[config.mk]
export PLATFORM = sky130hd
export DESIGN_NAME = seek_command_generator
export DESIGN_NICKNAME = d
export VERILOG_FILES = /design/src/rtl/seek_command_generator_pkg.sv /design/src/rtl/seek_command_generator_bus_input_sync.sv /design/src/rtl/seek_command_generator.sv
export SDC_FILE = /design/constraint.sdc
export NUM_CORES = 1
export LEC_CHECK = 0
export CORE_MARGIN = 4
export CORE_UTILIZATION = 54
export CTS_CLUSTER_DIAMETER = 120
export CTS_CLUSTER_SIZE = 24
export DETAILED_ROUTE_END_ITERATION = 12
export PLACE_DENSITY_LB_ADDON = 0.08
export SLEW_MARGIN = 20
export SYNTH_ARGS = -nofsm -noshare
export SYNTH_HDL_FRONTEND = slang
export SYNTH_SLANG_ARGS = --single-unit
[constraint.sdc]
create_clock -name clock -period 10 [get_ports clock]
set_clock_uncertainty 0.2 [all_clocks]
set_input_delay 3 -clock clock [delete_from_list [all_inputs] [get_ports clock]]
set_output_delay 3 -clock clock [all_outputs]
set_load 0.005 [all_outputs]
[src/rtl/seek_command_generator_pkg.sv]
// Shared constants for the 2310 access-protocol initiator: FSM encodings,
// cylinder limits, usec timing limits, bus polarities and the arm-position
// stepping helper.
package seek_command_generator_pkg;

  // Highest legal cylinder on the 2310.
  localparam logic [7:0]  MAX_CYL         = 8'd202;

  // Timing, in 1 usec ticks of clkenbl_1usec.
  localparam logic [15:0] SETUP_US        = 16'd2;
  localparam logic [15:0] GO_PULSE_US     = 16'd4;
  localparam logic [15:0] DROP_TIMEOUT_US = 16'd10000;
  localparam logic [15:0] RISE_TIMEOUT_US = 16'd30000;

  // Reverse steps allowed before a recalibrate gives up.
  localparam logic [6:0]  MAX_RECAL_STEPS = 7'd110;

  // Step sizes selected by BUS_10_20_L.
  localparam logic [8:0]  STEP_ONE_CYL    = 9'd1;
  localparam logic [8:0]  STEP_TWO_CYL    = 9'd2;

  // Bus polarities (all bus outputs are active low).
  localparam logic        GO_ASSERT       = 1'b0;
  localparam logic        GO_IDLE         = 1'b1;
  localparam logic        REV_FWD         = 1'b1;
  localparam logic        REV_REV         = 1'b0;
  localparam logic        STEP_TWO        = 1'b1;
  localparam logic        STEP_ONE        = 1'b0;

  // FSM state encodings.
  localparam logic [2:0]  ST_IDLE         = 3'd0;
  localparam logic [2:0]  ST_SETUP        = 3'd1;
  localparam logic [2:0]  ST_PULSE        = 3'd2;
  localparam logic [2:0]  ST_WAIT_DROP    = 3'd3;
  localparam logic [2:0]  ST_WAIT_RISE    = 3'd4;
  localparam logic [2:0]  ST_DONE         = 3'd5;
  localparam logic [2:0]  ST_ERROR        = 3'd6;

  // Arm position after one step, clamped to the 0..MAX_CYL range.
  function automatic logic [7:0] next_position(input logic [7:0] cur,
                                               input logic       fwd,
                                               input logic       two);
    logic [8:0] size;
    logic [8:0] sum;
    logic [7:0] result;
    size = two ? STEP_TWO_CYL : STEP_ONE_CYL;
    if (fwd) begin
      sum    = {1'b0, cur} + size;
      result = (sum > {1'b0, MAX_CYL}) ? MAX_CYL : sum[7:0];
    end else if ({1'b0, cur} < size) begin
      result = 8'd0;
    end else begin
      sum    = {1'b0, cur} - size;
      result = sum[7:0];
    end
    return result;
  endfunction

endpackage

[src/rtl/seek_command_generator_bus_input_sync.sv]
// Three-flop synchronizer for an asynchronous drive status line, plus a
// one-clock change flag derived from the synchronized copy.
module seek_command_generator_bus_input_sync #(
  parameter logic RESET_VAL = 1'b1
) (
  input  logic clock,
  input  logic reset_l,
  input  logic async_in,
  output logic level,
  output logic changed
);

  logic [2:0] sync_ff;
  logic       prev;

  // Shift the raw line through three flops and remember the last synced value.
  always_ff @(posedge clock or negedge reset_l) begin
    if (!reset_l) begin
      sync_ff <= {3{RESET_VAL}};
      prev    <= RESET_VAL;
    end else begin
      sync_ff <= {sync_ff[1:0], async_in};
      prev    <= sync_ff[2];
    end
  end

  assign level   = sync_ff[2];
  assign changed = sync_ff[2] ^ prev;

endmodule

[src/rtl/seek_command_generator.sv]
// Controller-side 2310 seek initiator. Breaks an absolute cylinder target
// into 1- and 2-cylinder ACC_GO steps, paces each step on the drive's
// ACCESS_RDY handshake, tracks the arm position and recalibrates to home.
//
// Handshake: a step is SETUP (REV/10_20 settle), PULSE (GO low),
// WAIT_DROP (ready must fall), WAIT_RISE (ready returns high = step done).
// Requests are single-clock strobes honoured only in IDLE.
module seek_command_generator
  import seek_command_generator_pkg::*;
(
  input  logic       clock,
  input  logic       reset_l,
  input  logic       clkenbl_1usec,
  input  logic       seek_request,
  input  logic       recal_request,
  input  logic [7:0] target_cylinder,
  input  logic       BUS_ACCESS_RDY_H,
  input  logic       BUS_HOME_L,
  output logic       BUS_ACC_GO_L,
  output logic       BUS_ACC_REV_L,
  output logic       BUS_10_20_L,
  output logic [7:0] current_cylinder,
  output logic       seek_busy,
  output logic       seek_done,
  output logic       seek_error
);

  logic [2:0]        state;
  logic [15:0]       timer;
  logic [7:0]        target_cyl;
  logic              recal_mode;
  logic [6:0]        step_count;
  logic              drop_seen;
  logic              home_seen;

  logic              ready_level;
  logic              ready_changed;
  logic              home_level;
  logic              home_changed;
  logic              ready_fall;
  logic              ready_rise;
  logic              home_fall;
  logic              home_now;

  logic signed [8:0] delta;
  logic              delta_big;
  logic              step_fwd;
  logic              step_two;
  logic [7:0]        stepped_pos;
  logic [7:0]        landed_pos;
  logic [6:0]        next_count;

  seek_command_generator_bus_input_sync #(.RESET_VAL(1'b1)) u_ready_sync (
    .clock    (clock),
    .reset_l  (reset_l),
    .async_in (BUS_ACCESS_RDY_H),
    .level    (ready_level),
    .changed  (ready_changed)
  );

  seek_command_generator_bus_input_sync #(.RESET_VAL(1'b1)) u_home_sync (
    .clock    (clock),
    .reset_l  (reset_l),
    .async_in (BUS_HOME_L),
    .level    (home_level),
    .changed  (home_changed)
  );

  assign ready_fall  = ready_changed & ~ready_level;
  assign ready_rise  = ready_changed &  ready_level;
  assign home_fall   = home_changed  & ~home_level;
  // A brief home pulse during the step still counts at step completion.
  assign home_now    = ~home_level | home_seen;

  assign delta       = $signed({1'b0, target_cyl}) - $signed({1'b0, current_cylinder});
  assign delta_big   = (delta >= 9'sd2) || (delta <= -9'sd2);

  assign step_fwd    = (BUS_ACC_REV_L == REV_FWD);
  assign step_two    = (BUS_10_20_L == STEP_TWO);
  assign stepped_pos = next_position(current_cylinder, step_fwd, step_two);
  assign landed_pos  = home_now ? 8'd0 : stepped_pos;
  assign next_count  = step_count + 7'd1;

  // Sequencer, usec timer and arm-position tracker.
  always_ff @(posedge clock or negedge reset_l) begin
    if (!reset_l) begin
      state            <= ST_IDLE;
      timer            <= '0;
      BUS_ACC_GO_L     <= GO_IDLE;
      BUS_ACC_REV_L    <= REV_FWD;
      BUS_10_20_L      <= STEP_TWO;
      current_cylinder <= '0;
      target_cyl       <= '0;
      seek_busy        <= 1'b0;
      seek_done        <= 1'b0;
      seek_error       <= 1'b0;
      recal_mode       <= 1'b0;
      step_count       <= '0;
      drop_seen        <= 1'b0;
      home_seen        <= 1'b0;
    end else begin
      // Free-running usec count; every state change below clears it.
      if (clkenbl_1usec && (timer != 16'hFFFF)) timer <= timer + 16'd1;
      seek_done <= 1'b0;

      case (state)
        ST_IDLE: begin
          timer <= '0;
          if (recal_request) begin
            seek_error <= 1'b0;
            recal_mode <= 1'b1;
            step_count <= '0;
            if (!home_level) begin
              current_cylinder <= '0;
              seek_busy        <= 1'b0;
              seek_done        <= 1'b1;
              state            <= ST_DONE;
            end else begin
              seek_busy <= 1'b1;
              state     <= ST_SETUP;
            end
          end else if (seek_request) begin
            if (target_cylinder > MAX_CYL) begin
              seek_error <= 1'b1;
            end else if (target_cylinder == current_cylinder) begin
              seek_error <= 1'b0;
              seek_done  <= 1'b1;
              state      <= ST_DONE;
            end else begin
              seek_error <= 1'b0;
              seek_busy  <= 1'b1;
              recal_mode <= 1'b0;
              target_cyl <= target_cylinder;
              state      <= ST_SETUP;
            end
          end
        end

        ST_SETUP: begin
          drop_seen <= 1'b0;
          home_seen <= 1'b0;
          if (recal_mode) begin
            BUS_ACC_REV_L <= REV_REV;
            BUS_10_20_L   <= STEP_TWO;
          end else begin
            BUS_ACC_REV_L <= (delta > 9'sd0) ? REV_FWD : REV_REV;
            BUS_10_20_L   <= delta_big ? STEP_TWO : STEP_ONE;
          end
          if (timer >= SETUP_US) begin
            BUS_ACC_GO_L <= GO_ASSERT;
            timer        <= '0;
            state        <= ST_PULSE;
          end
        end

        ST_PULSE: begin
          // The drive may drop ready while GO is still low; remember it.
          if (ready_fall) drop_seen <= 1'b1;
          if (home_fall)  home_seen <= 1'b1;
          if (timer >= GO_PULSE_US) begin
            BUS_ACC_GO_L <= GO_IDLE;
            timer        <= '0;
            state        <= ST_WAIT_DROP;
          end
        end

        ST_WAIT_DROP: begin
          if (home_fall) home_seen <= 1'b1;
          if (drop_seen || ready_fall) begin
            timer <= '0;
            state <= ST_WAIT_RISE;
          end else if (timer >= DROP_TIMEOUT_US) begin
            seek_error    <= 1'b1;
            seek_busy     <= 1'b0;
            BUS_ACC_GO_L  <= GO_IDLE;
            BUS_ACC_REV_L <= REV_FWD;
            BUS_10_20_L   <= STEP_TWO;
            timer         <= '0;
            state         <= ST_ERROR;
          end
        end

        ST_WAIT_RISE: begin
          if (home_fall) home_seen <= 1'b1;
          if (ready_rise) begin
            current_cylinder <= landed_pos;
            step_count       <= next_count;
            timer            <= '0;
            if (recal_mode ? home_now : (landed_pos == target_cyl)) begin
              seek_busy     <= 1'b0;
              seek_done     <= 1'b1;
              BUS_ACC_REV_L <= REV_FWD;
              BUS_10_20_L   <= STEP_TWO;
              state         <= ST_DONE;
            end else if (recal_mode && (next_count == MAX_RECAL_STEPS)) begin
              seek_error    <= 1'b1;
              seek_busy     <= 1'b0;
              BUS_ACC_REV_L <= REV_FWD;
              BUS_10_20_L   <= STEP_TWO;
              state         <= ST_ERROR;
            end else begin
              state <= ST_SETUP;
            end
          end else if (timer >= RISE_TIMEOUT_US) begin
            seek_error    <= 1'b1;
            seek_busy     <= 1'b0;
            BUS_ACC_GO_L  <= GO_IDLE;
            BUS_ACC_REV_L <= REV_FWD;
            BUS_10_20_L   <= STEP_TWO;
            timer         <= '0;
            state         <= ST_ERROR;
          end
        end

        ST_DONE: begin
          timer <= '0;
          state <= ST_IDLE;
        end

        ST_ERROR: begin
          BUS_ACC_GO_L <= GO_IDLE;
          timer        <= '0;
          state        <= ST_IDLE;
        end

        default: begin
          BUS_ACC_GO_L <= GO_IDLE;
          seek_busy    <= 1'b0;
          timer        <= '0;
          state        <= ST_IDLE;
        end
      endcase
    end
  end

endmodule

# Word-level counts from Yosys, hierarchy flattened
# Index checks and enable logic that the tools add are counted.
[totals]
ff_bits = 59
[classes]
add_sub_neg = 5
n_lt_le_gt_ge = 10
eq_ne = 31
muxes = 85
bitwise_logic = 13
reduce_logical = 25
[ops]
columns = ["cell", "n"]
rows = [
  ["16-bit 2-to-1 mux", 7],
  ["16-bit one-hot mux with 4 select lines", 1],
  ["8-bit 2-to-1 mux", 7],
  ["1-bit 2-to-1 mux", 43],
  ["3-bit 2-to-1 mux", 13],
  ["2-bit != test (second input constant)", 12],
  ["3-bit != test (second input constant)", 7],
  ["16-bit by 1-bit adder with 16-bit output (second input constant)", 1],
  ["8-bit equality test", 2],
  ["16-bit by 14-bit greater-or-equal comparator with 1-bit output (second input constant)", 1],
  ["16-bit by 15-bit greater-or-equal comparator with 1-bit output (second input constant)", 1],
  ["16-bit by 2-bit greater-or-equal comparator with 1-bit output (second input constant)", 1],
  ["16-bit by 3-bit greater-or-equal comparator with 1-bit output (second input constant)", 1],
  ["16-bit != test (second input constant)", 1],
  ["8-bit one-hot mux with 2 select lines", 1],
  ["3-bit one-hot mux with 5 select lines", 1],
  ["7-bit 2-to-1 mux", 2],
  ["7-bit one-hot mux with 2 select lines", 1],
  ["7-bit AND reduction", 2],
  ["5-bit AND reduction", 2],
  ["8-bit by 2-bit adder with 9-bit output", 1],
  ["3-bit equality test (second input constant)", 3],
  ["9-bit by 3-bit greater-or-equal comparator with 1-bit output (second input constant)", 1],
  ["9-bit by 1-bit greater-than comparator with 1-bit output (second input constant)", 1],
  ["other kinds (34)", 56],
]

# Logic depth before layout (Yosys ltp)
# Gate-level depths: netlist (run 1).
[depth]
word_depth = 11
mapped_depth = 13
mapped_depth_nobuf = 13

# Hierarchy
# Synthesis (run 1) repeated with hierarchy kept, for this count alone.
[hier_totals]
cells_unflattened = 517
hier_area_um2 = 4450.5
[by_module_without_submodules]
columns = ["module", "n_inst", "cells_per_inst", "area_each_um2", "seq_area_each_um2"]
rows = [
  ["seek_command_generator", 1, 507, 4222.8, 1280.0],
  ["seek_command_generator_bus_input_sync", 2, 5, 113.9, 105.1],
]

# Worst setup path after synthesis (run 1)
# OpenSTA, ideal clock, no wires.
[synth_path]
path_kind = "input port to flip-flop"
from = "in target_cylinder[0]"
to = "reg seek_busy"
t_arrival_ns = 4.609
required_ns = 9.672
path_slack_ns = 5.063
stages = 9
cell_sequence = "a21oi_1 nor2b_1 o311ai_0 nand2_1 a21oi_1 nor3_1 a211o_1 a21oi_1 mux2_1"
[synth_via]
elab_chain_cells = 3
word_cells_on_any_way = 5
[synth_rtl]
columns = ["element", "line", "text"]
rows = [
  ["start, declared", "seek_command_generator.sv:16", "input logic [7:0] target_cylinder,"],
  ["8-bit greater-than comparator / 8-bit equality test (equally long branches)", "seek_command_generator.sv:123, seek_command_generator.sv:125", ""],
  ["3-bit != test (no source line)", "--", ""],
  ["8-bit AND reduction (no source line) (*)", "--", ""],
  ["end signal, assigned", "seek_command_generator.sv:115", "seek_busy <= 1'b0;"],
  ["end signal, assigned", "seek_command_generator.sv:119", "seek_busy <= 1'b1;"],
  ["end signal, assigned", "seek_command_generator.sv:131", "seek_busy <= 1'b1;"],
  ["end, declared", "seek_command_generator.sv:23", "output logic seek_busy,"],
]
# Mark *: on every way between the ends. The rest lies on a longest branch, timed or not.
# A chain may end at the register's enable or synchronous reset.

# Final worst setup path (run 1)
[layout_path]
from = "in target_cylinder[0]"
to = "reg target_cyl[6]"
[layout_via]
elab_chain_cells = 3
word_cells_on_any_way = 5
[layout_rtl]
columns = ["element", "line", "text"]
rows = [
  ["8-bit greater-than comparator / 8-bit equality test (equally long branches)", "seek_command_generator.sv:123, seek_command_generator.sv:125", ""],
  ["1-bit NOT (no source line)", "--", ""],
  ["5-bit AND reduction (no source line) (*)", "--", ""],
  ["end signal, assigned", "seek_command_generator.sv:133", "target_cyl <= target_cylinder;"],
  ["end, declared", "seek_command_generator.sv:30", "logic [7:0] target_cyl;"],
]
# Marked as above.

==> results of run 1 <==
==> metal layers <==
| layer | track usage | wire length (µm) |
|---|---|---|
| met1 | 0.3745 | 5539 |
| met2 | 0.3615 | 5051 |
| met3 | 0.05456 | 851 |
| met4 | 0.07667 | 174 |
| met5 | 0 | 0 |
==> kinds of logic after synthesis <==
family,count (synthesis)
simple gates,196
other cells,1
mux,8
flops,59
xor+xnor,38
buf+inv,46
fa+ha+maj,20
compound gates,134
==> power breakdown <==
part | leakage, nW | switching [W] | internal (W)
logic | 1.14 | 0.000400 | 0.000309
registers | 0.748 | 0.000138 | 0.000297
clock network | 0.110 | 0.000109 | 0.000142
total | 1.99 | 0.000646 | 0.000748
==> how the worst max path moves through the flow <==
stage / start / end / slack (ps) / cells past startpoint
final: target_cylinder[0] / target_cyl[6]$_DFFE_PN0P_ / 4180 / 8
after global routing: target_cylinder[0] / target_cyl[2]$_DFFE_PN0P_ / 4040 / 8
after CTS: target_cylinder[0] / target_cyl[6]$_DFFE_PN0P_ / 4220 / 8
after detailed placement: target_cylinder[0] / target_cyl[6]$_DFFE_PN0P_ / 3870 / 8
after global placement: target_cylinder[0] / target_cyl[2]$_DFFE_PN0P_ / 4060 / 8
after floorplan: target_cylinder[0] / seek_busy$_DFFE_PN0P_ / 5060 / 9
==> final cells by class <==
cell class                      instances  area (µm²)  share of cell area
Tap cell                              102       127.6             0.02642
Inverter                               28       105.1             0.02176
Multi-Input combinational cell        397        2595              0.5372
Clock buffer                            9       123.9             0.02564
Sequential cell                        59        1490              0.3085
Timing Repair Buffer                   30       290.3             0.06009
Clock inverter                          7       98.84             0.02046
==> metrics by stage <==
step	worst slack [ps]	power (W)	util
6_report	4176	0.001394	0.6252
5_1_grt	4040	0.001501	0.6252
4_1_cts	4219	0.001383	0.6252
3_5_place_dp	3869	0.001128	0.5963
3_3_place_gp	4058	0.001121	0.5963
2_1_floorplan	5063	0.0009178	-
==> synthesized netlist by cell type, types with 5 or more instances <==
master    number
nor2_1        55
dfrtp_1       48
nand2_1       48
o21ai_0       38
a21oi_1       28
inv_1         27
xor2_1        22
nand3_1       19
ha_1          17
nor3_1        17
xnor2_1       16
dfstp_2       11
nor4_1        10
clkbuf_1       9
nor2b_1        9
and3_1         8
a31oi_1        6
buf_2          6
a21o_1         5
nand4_1        5
o31ai_1        5
==> state kept, by name, indices dropped and copies added (netlist names) <==
register,count
u_ready_sync.prev,1
seek_done,1
step_count,7
seek_busy,1
BUS_ACC_GO_L,1
state,3
u_home_sync.sync_ff,3
target_cyl,8
u_home_sync.prev,1
drop_seen,1
recal_mode,1
timer,16
seek_error,1
BUS_10_20_L,1
BUS_ACC_REV_L,1
u_ready_sync.sync_ff,3
home_seen,1
current_cylinder,8
==> critical path: stages <==
cell,delay [ps]
clkdlybuf4s50_1,450
a21oi_1,200
nor2b_1,70
o311ai_0,720
nand2_1,180
a21oi_1,270
and2_0,560
mux2_2,400
==> summary.txt, run 1 <==
Pwr
  • P_leak: 1.994 nW
  • Power per Cell Area: 288.6 nW/µm²
  • Peak VDD IR: 164.7 µV

Clocking
  • CTS-repair resized insts: 0
  • H-tree levels: 3
  • Skew-Pair Late Insertion Delay: 350 ps
  • Hold_buf cts: 0
  • CTS Root Cell: clkbuf_8
  • CTS tree: done
  • Post-CTS Setup Bufs: 0
  • Clock transition at the registers of the reported paths: 80 ps
  • CTS Buf Count: 9
  • Max Root-Sink Buffers: 2
  • CTS Sinks: 59

Placement
  • GP Congestion: 0.9401
  • Placed insts: 616
  • Detailed placement HPWL: 8.572 mm
  • Port bufs: 28
  • Placed Area: 4608 µm²

Synth
  • Compound-gate portion of the synthesized area: 0.2208
  • Post-synth EDFFs: 0
  • Post-Synthesis Cell Area: 4284 µm²
  • Seq cells post-synth: 59
  • Post-synthesis xor/xnor area fraction: 0.07769
  • Dominant cell type by area after synthesis: dfrtp_1
  • Largest family of logic cells by synthesized area: simple AND/OR/NAND/NOR gates
  • Synth warn: 0
  • Post-synthesis cell count: 502
  • Top cells by area, synth: dfrtp_1 28%, dfstp_2 6.7%, ha_1 5.0%
  • Register area share after synthesis: 0.3478
  • Post-synthesis mux area share: 0.02015
  • Netlist cell types: 69
  • Area share of fa/ha/maj cells after synthesis: 0.06367
  • Syn Nets: 537
  • Share of flip-flops with an asynchronous set or reset: 1.000
  • Syn_area_per_cell: 8.534 µm²
  • Ys flop type: dfrtp_1
  • Top cell type's share of synthesized area: 0.2804
  • Synth Area in Simple Gates: 0.2225

GRT
  • Number of global-route vias before repair: 3718
  • Initial antenna violation count: 0
  • Largest net degree at the start of global routing: 60
  • Global route overflow: 0
  • Overall Global Routing Usage: 0.2504
  • First-pass GRT wire length: 18.95 mm

Timing
  • Period minus WS final: 5824 ps
  • Worst slew margin: 0.4224
  • Worst hold slack: 155.0 ps
  • Final setup viols: 0
  • Hold violation total from the final report: 0
  • Unrepaired setup endpoints after global routing: false
  • Actual slew at the worst max-slew pin: 855.6 ps
  • Max frequency: 171.7 MHz
  • Period utilization: 0.5824
  • Pins over their slew limit: 0
  • Setup TNS: 0 ps

Critical path
  • Worst reg2reg startpoint: BUS_10_20_L$_DFFE_PN1P_
  • R2R Setup Slk: 5980 ps
  • Worst-path maximum fanout: 13
  • Crit path kind: input pin to flop
  • WP data required: 10030 ps
  • R2R depth: 12
  • Arrival @ worst endpoint: 5850 ps
  • CP Capture Type: flop
  • Reg2Reg Capture Point: seek_busy$_DFFE_PN0P_
  • Element type at the critical path start: input pin

Detailed routing
  • DRT Wirelength: 11.62 mm
  • Final ANT Viol Nets: 0
  • Wire length per cell: 18.38 µm
  • DRC viols: 0
  • Initial DRC Count: 464
  • DR vias: 3931
  • Vias/cell: 6.220
  • Drt pass-1 iters: 7

Min path
  • Hold path startpoint: u_ready_sync.sync_ff[0]$_DFF_PN1_
  • Depth of the worst hold-timing path: 0
  • HP Class: flop to flop
  • Worst Hold Path EP: u_ready_sync.sync_ff[1]$_DFF_PN1_

Layout
  • Finished Cell Area: 4831 µm²
  • Area Growth Syn to Fin: 12.76%
  • Final nets: 560
  • Antenna diodes: 0
  • Most common cell after layout, fill and taps aside: nor2_1
  • Layout fillers: 677
  • Share of cells above drive strength 1: 0.09811
  • Cell Count, Final, Fillers Out: 632
  • Most frequent cells in the layout: 55 x nor2_1, 48 x nand2_1, 48 x dfrtp_1

Job
  • Max-Cap Viols: 0

Die
  • I/O Pins: 29
  • Die width: 97.07 µm
  • Die height: 97.07 µm
  • Core footprint: 7727 µm²
  • Starting Density: 0.5544
  • Num rows: 32
  • Die area: 9423 µm²

Run status
  • Outcome: finished, final reports clean
No activity file was read; power rests on OpenSTA's default activity.
==> run 2: changes to the inputs <==
Clock period 10 ns to 5.23 ns, I/O delays scaled along.
==> run 2 against run 1 <==
Non-clock buffer count unchanged. Sequential power increased by 91%. Critical path depth unchanged. Critical endpoint is now target_cyl[7]$_DFFE_PN0P_. Core utilization decreased by 0.68 points. Final area decreased by 1.1%.
==> summary.txt, run 2 (synthesis gave the netlist of run 1 again) <==
Layout
  • Most common cell after layout, fill and taps aside: nor2_1 (unchanged)
  • Final core occ: 0.6184 (was 0.6252)
  • Largest Register: timer (unchanged)
  • Final nets: 560 (unchanged)
  • Antenna diodes: 0 (unchanged)
  • Area Growth Syn to Fin: 11.54% (was 12.76%)
  • Most frequent cells in the layout: 55 x nor2_1, 48 x nand2_1, 48 x dfrtp_1 (unchanged)
  • Largest regs: timer x16, current_cylinder x8, target_cyl x8 (unchanged)
  • Finished Cell Area: 4778 µm² (was 4831 µm²)
  • Flip-flop count of the largest register after layout: 16 (unchanged)
  • Share of cells above drive strength 1: 0.09623 (was 0.09811)

Die
  • Num rows: 32 (unchanged)
  • Die width: 97.07 µm (unchanged)
  • Die area: 9423 µm² (unchanged)
  • Die height: 97.07 µm (unchanged)
  • Starting Density: 0.5544 (unchanged)
  • Core footprint: 7727 µm² (unchanged)
  • I/O Pins: 29 (unchanged)

Critical path
  • Cell mode on critical path: a21oi_1 (unchanged)
  • CP max-delay cell: o311ai_0 (unchanged)
  • Slowest cell delay on critical path: 620 ps (was 720 ps)
  • Arrival @ worst endpoint: 4270 ps (was 5850 ps)
  • CP delay by family, top: compound AO/OA/AOI/OAI gates (unchanged)
  • Element type at the critical path start: input pin (unchanged)
  • Crit path kind: input pin to flop (unchanged)
  • Buf+Inv Stages, Crit Path: 1 (unchanged)
  • R2R Setup Slk: 1150 ps (was 5980 ps)
  • Worst-path maximum fanout: 13 (unchanged)
  • Worst path cell trace: clkdlybuf4s50_1 -> a21oi_1 -> nor2b_1 -> o311ai_0 -> nand2_1 -> a21oi_1 -> and2_0 -> mux2_2 (unchanged)
  • CP Capture Type: flop (unchanged)
  • WP data required: 5250 ps (was 10030 ps)

Timing
  • Final setup viols: 0 (unchanged)
  • Period utilization: 0.8120
  • Period minus WS final: 4247 ps
  • Pins over their slew limit: 0 (unchanged)
  • Hold violation total from the final report: 0 (unchanged)
  • Unrepaired setup endpoints after global routing: false (unchanged)
  • Max frequency: 235.5 MHz
  • Worst slew margin: 0.4114 (was 0.4224)
  • Actual slew at the worst max-slew pin: 882.8 ps (was 855.6 ps)
  • Setup TNS: 0 ps (unchanged)

GRT
  • Global route overflow: 0 (unchanged)
  • Number of global-route vias before repair: 3658 (was 3718)
  • First-pass GRT wire length: 19.26 mm (was 18.95 mm)
  • Largest net degree at the start of global routing: 32 (was 60)
  • Met1 usage: 0.3886 (was 0.3745)
  • Met2 global-route usage: 0.3631 (was 0.3615)
  • Met3 usage: 0.05312 (was 0.05456)
  • Overall Global Routing Usage: 0.2552 (was 0.2504)
  • GRT Max-Usage Layer: met1 (unchanged)
  • Initial antenna violation count: 0 (unchanged)

Detailed routing
  • Vias/cell: 6.310 (was 6.220)
  • Initial DRC Count: 297 (was 464)
  • Final ANT Viol Nets: 0 (unchanged)
  • DRT Wirelength: 11.92 mm (was 11.62 mm)
  • Drt pass-1 iters: 5 (was 7)
  • DRC viols: 0 (unchanged)
  • DR vias: 3988 (was 3931)
  • Wire length per cell: 18.87 µm (was 18.38 µm)

Clocking
  • CTS tree: done (unchanged)
  • Post-CTS Setup Bufs: 0 (unchanged)
  • Skew-Pair Late Insertion Delay: 340 ps (was 350 ps)
  • Clock transition at the registers of the reported paths: 70 ps (was 80 ps)
  • H-tree levels: 3 (unchanged)
  • CTS Sinks: 59 (unchanged)
  • Max Root-Sink Buffers: 2 (unchanged)
  • CTS Buf Count: 9 (unchanged)
  • CTS-repair resized insts: 0 (unchanged)
  • CTS Root Cell: clkbuf_8 (unchanged)
  • Hold_buf cts: 0 (unchanged)

Pwr
  • Peak VDD IR: 248.5 µV (was 164.7 µV)
  • P_leak: 1.966 nW (was 1.994 nW)
  • Power per Cell Area: 536.7 nW/µm² (was 288.6 nW/µm²)
  • Total power: 0.002565 W (was 0.001394 W)

Placement
  • Placed Area: 4608 µm² (unchanged)
  • GP Congestion: 0.9943 (was 0.9401)
  • Port bufs: 28 (unchanged)
  • Detailed placement HPWL: 8.815 mm (was 8.572 mm)

Job
  • Max-Cap Viols: 0 (unchanged)

Min path
  • HP Class: flop to flop (unchanged)

Run status
  • Outcome: finished, final reports clean (unchanged)
-- run 2: where the power goes --
group | internal, W | leakage [nW] | total, W | switching [W]
combinational | 0.000592 | 1.14 | 0.00136 | 0.000768
clock | 0.000173 | 0.0827 | 0.000373 | 0.000200
sequential | 0.000568 | 0.748 | 0.000832 | 0.000264
total | 0.00133 | 1.97 | 0.00256 | 0.00123
-- run 2: cell type report --
| class | count | area (µm²) |
|---|---|---|
| multi-input combinational | 397 | 2595 |
| tap | 102 | 127.6 |
| clock buffer | 10 | 127.6 |
| timing repair buffer | 30 | 290.3 |
| sequential | 59 | 1490 |
| fill | 677 | 2949 |
| inverter | 28 | 105.1 |
| clock inverter | 6 | 42.54 |
-- run 2: metal layers --
layer,wire (µm),vias to the layer above
li1,-,1861
met1,5673,1913
met2,5067,193
met3,969,21
met4,213,0
met5,0,-
-- run 2: worst register-to-register path: stages (launching register included) --
cell,delay [ps]
dfstp_2,600
inv_1,150
ha_1,270
fa_1,550
and3_1,270
and4_1,250
a311oi_1,260
a211oi_1,110
xor2_1,180
a2111oi_2,310
a41oi_2,290
a21oi_1,210
mux2_1,330
-- run 2: worst paths after layout --
path | startpoint | to | cells past startpoint
max reg2reg | BUS_10_20_L$_DFFE_PN1P_ | seek_busy$_DFFE_PN0P_ | 12
min | u_home_sync.sync_ff[0]$_DFF_PN1_ | u_home_sync.sync_ff[1]$_DFF_PN1_ | 0
max | target_cylinder[0] | target_cyl[7]$_DFFE_PN0P_ | 8
min reg2reg | u_home_sync.sync_ff[0]$_DFF_PN1_ | u_home_sync.sync_ff[1]$_DFF_PN1_ | 0
max in group asynchronous | reset_l | BUS_ACC_GO_L$_DFFE_PN1P_ | 2
min in group asynchronous | reset_l | current_cylinder[4]$_DFFE_PN0P_ | 1
-- run 2: per-stage QoR --
stage / hold slack, ps / std cells / setup WS, ps
finish: 157.9 / 632 / 983.1
floorplan: 145.2 / 502 / 1631
detailed placement: 147.0 / 616 / 672.1
CTS: 160.0 / 632 / 1016
global route: 163.5 / 632 / 734.7
global placement: 145.7 / 616 / 809.7
==> run 3: changes to the inputs <==
Clock period 5.23 ns to 4.32 ns, I/O delays scaled along.
==> run 3 against run 2 <==
Count of clock-buffer cells in the layout unchanged. Setup slack got worse by 710 ps. Worst hold slack about the same.
==> summary.txt, run 3 (synthesis gave the netlist of run 1 again) <==
Run status
  • Outcome: finished, final reports clean (unchanged)

Critical path
  • Arrival @ worst endpoint: 4070 ps (was 4270 ps)
  • R2R Setup Slk: 270 ps (was 1150 ps)
  • Slowest cell delay on critical path: 590 ps (was 620 ps)
  • WP data required: 4340 ps (was 5250 ps)
  • CP Capture Type: flop (unchanged)
  • Worst path cell trace: inv_1 -> ha_1 -> fa_1 -> and3_1 -> and4_1 -> a311oi_1 -> a211oi_1 -> xor2_1 -> a2111oi_2 -> a41oi_2 -> a21oi_1 -> mux2_1 (was clkdlybuf4s50_1 -> a21oi_1 -> nor2b_1 -> o311ai_0 -> nand2_1 -> a21oi_1 -> and2_0 -> mux2_2)
  • Crit path kind: flop to flop (was input pin to flop)
  • Reg2Reg Capture Point: seek_busy$_DFFE_PN0P_ (unchanged)
  • Element type at the critical path start: flop (was input pin)
  • Worst-path maximum fanout: 9 (was 13)
  • Worst reg2reg startpoint: BUS_10_20_L$_DFFE_PN1P_ (unchanged)
  • CP max-delay cell: dfstp_2 (was o311ai_0)
  • R2R depth: 12 (unchanged)

Timing
  • Period utilization: 0.9364
  • Actual slew at the worst max-slew pin: 847.8 ps (was 882.8 ps)
  • Unrepaired setup endpoints after global routing: false (unchanged)
  • Final setup viols: 0 (unchanged)
  • Fin worst setup slack: 274.7 ps (was 983.1 ps)
  • Max frequency: 247.2 MHz
  • Pins over their slew limit: 0 (unchanged)
  • Hold violation total from the final report: 0 (unchanged)
  • Setup TNS: 0 ps (unchanged)
  • Period minus WS final: 4045 ps
  • Worst slew margin: 0.4288 (was 0.4114)
  • Worst hold slack: 157.6 ps (was 157.9 ps)

Clocking
  • Max Root-Sink Buffers: 2 (unchanged)
  • Post-CTS Setup Bufs: 0 (unchanged)
  • Hold_buf cts: 0 (unchanged)
  • H-tree levels: 3 (unchanged)
  • CTS Buf Count: 9 (unchanged)
  • CTS tree: done (unchanged)
  • CTS-repair resized insts: 0 (unchanged)
  • Clock transition at the registers of the reported paths: 80 ps (was 70 ps)
  • Skew-Pair Late Insertion Delay: 350 ps (was 340 ps)
  • CTS Root Cell: clkbuf_8 (unchanged)
  • CTS Sinks: 59 (unchanged)

Die
  • Die area: 9423 µm² (unchanged)
  • Num rows: 32 (unchanged)
  • Die height: 97.07 µm (unchanged)
  • Die width: 97.07 µm (unchanged)
  • Core footprint: 7727 µm² (unchanged)
  • Starting Density: 0.5544 (unchanged)
  • I/O Pins: 29 (unchanged)

Layout
  • Most common cell after layout, fill and taps aside: nor2_1 (unchanged)
  • Largest regs: timer x16, current_cylinder x8, target_cyl x8 (unchanged)
  • Layout fillers: 689 (was 677)
  • Final nets: 566 (was 560)
  • Most frequent cells in the layout: 55 x nor2_1, 48 x nand2_1, 48 x dfrtp_1 (unchanged)
  • Largest Register: timer (unchanged)
  • Flip-flop count of the largest register after layout: 16 (unchanged)
  • Antenna diodes: 0 (unchanged)
  • Area Growth Syn to Fin: 12.59% (was 11.54%)
  • Share of cells above drive strength 1: 0.1063 (was 0.09623)
  • Finished Cell Area: 4823 µm² (was 4778 µm²)

Detailed routing
  • Vias/cell: 6.202 (was 6.310)
  • Wire length per cell: 18.62 µm (was 18.87 µm)
  • Initial DRC Count: 368 (was 297)
  • Final ANT Viol Nets: 0 (unchanged)
  • DR vias: 3957 (was 3988)
  • DRT Wirelength: 11.88 mm (was 11.92 mm)
  • DRC viols: 0 (unchanged)
  • Drt pass-1 iters: 5 (unchanged)

Placement
  • Placed Area: 4653 µm² (was 4608 µm²)
  • Detailed placement HPWL: 9.073 mm (was 8.815 mm)
  • Port bufs: 28 (unchanged)
  • DP Worst Slack: 307.2 ps (was 672.1 ps)
  • GP Congestion: 0.9326 (was 0.9943)

Min path
  • Depth of the worst hold-timing path: 0 (unchanged)
  • HP Class: flop to flop (unchanged)
  • Hold path startpoint: u_ready_sync.sync_ff[1]$_DFF_PN1_ (was u_home_sync.sync_ff[0]$_DFF_PN1_)
  • Worst Hold Path EP: u_ready_sync.sync_ff[2]$_DFF_PN1_ (was u_home_sync.sync_ff[1]$_DFF_PN1_)

Job
  • Max-Cap Viols: 0 (unchanged)

Pwr
  • Total power: 0.003116 W (was 0.002565 W)
  • Peak VDD IR: 340.7 µV (was 248.5 µV)
  • P_leak: 1.995 nW (was 1.966 nW)
  • Power per Cell Area: 646.1 nW/µm² (was 536.7 nW/µm²)

GRT
  • Global route overflow: 0 (unchanged)
  • Overall Global Routing Usage: 0.2571 (was 0.2552)
  • Initial antenna violation count: 0 (unchanged)
  • Number of global-route vias before repair: 3800 (was 3658)
  • Largest net degree at the start of global routing: 24 (was 32)
  • First-pass GRT wire length: 19.60 mm (was 19.26 mm)
-- run 3: cell count changes in the layout (fill, tap and decap cells not counted), sizes merged --
| cell | delta |
|---|---|
| buf | +6 |
-- run 3: worst max-delay path: cells and delay by family, from the launching register on --
kind	cells	cell delay, ps
flops	1	590
simple gates	2	510
xor+xnor	1	180
buf+inv	1	140
fa+ha+maj	2	820
mux	1	340
compound gates	5	1170
-- run 3: layout make-up --
| type | count | area [µm²] | area share |
|---|---|---|---|
| sequential | 59 | 1490 | 0.3089 |
| clock inverter | 6 | 42.54 | 0.008820 |
| inverter | 28 | 105.1 | 0.02179 |
| tap | 102 | 127.6 | 0.02646 |
| timing repair buffer | 36 | 335.3 | 0.06952 |
| multi-input combinational | 397 | 2595 | 0.5380 |
| clock buffer | 10 | 127.6 | 0.02646 |
-- run 3: worst max-delay path by stage --
stage / start / to / slack [ps]
floorplan: BUS_10_20_L$_DFFE_PN1P_ / seek_busy$_DFFE_PN0P_ / 720
global placement: target_cylinder[0] / seek_busy$_DFFE_PN0P_ / 350
detailed placement: BUS_10_20_L$_DFFE_PN1P_ / seek_busy$_DFFE_PN0P_ / 310
CTS: BUS_10_20_L$_DFFE_PN1P_ / seek_busy$_DFFE_PN0P_ / 290
global route: BUS_10_20_L$_DFFE_PN1P_ / seek_busy$_DFFE_PN0P_ / 20
finish: BUS_10_20_L$_DFFE_PN1P_ / seek_busy$_DFFE_PN0P_ / 270
-- run 3: through the flow --
stage,util,cells
floorplan,-,502
detailed placement,0.6022,622
CTS,0.6242,638
finish,0.6242,638
global route,0.6242,638
global placement,0.6022,622
-- run 3: layer usage --
metal | wire length [µm] | global-route usage
met2 | 5247 | 0.3832
met5 | 0 | 0
met4 | 141 | 0.07019
met1 | 5738 | 0.3837
met3 | 754 | 0.04666
-- run 3: power by group --
part | internal, W | switching, W
Sequential | 0.000688 | 0.000304
Combinational | 0.000726 | 0.000949
Clock | 0.000209 | 0.000241
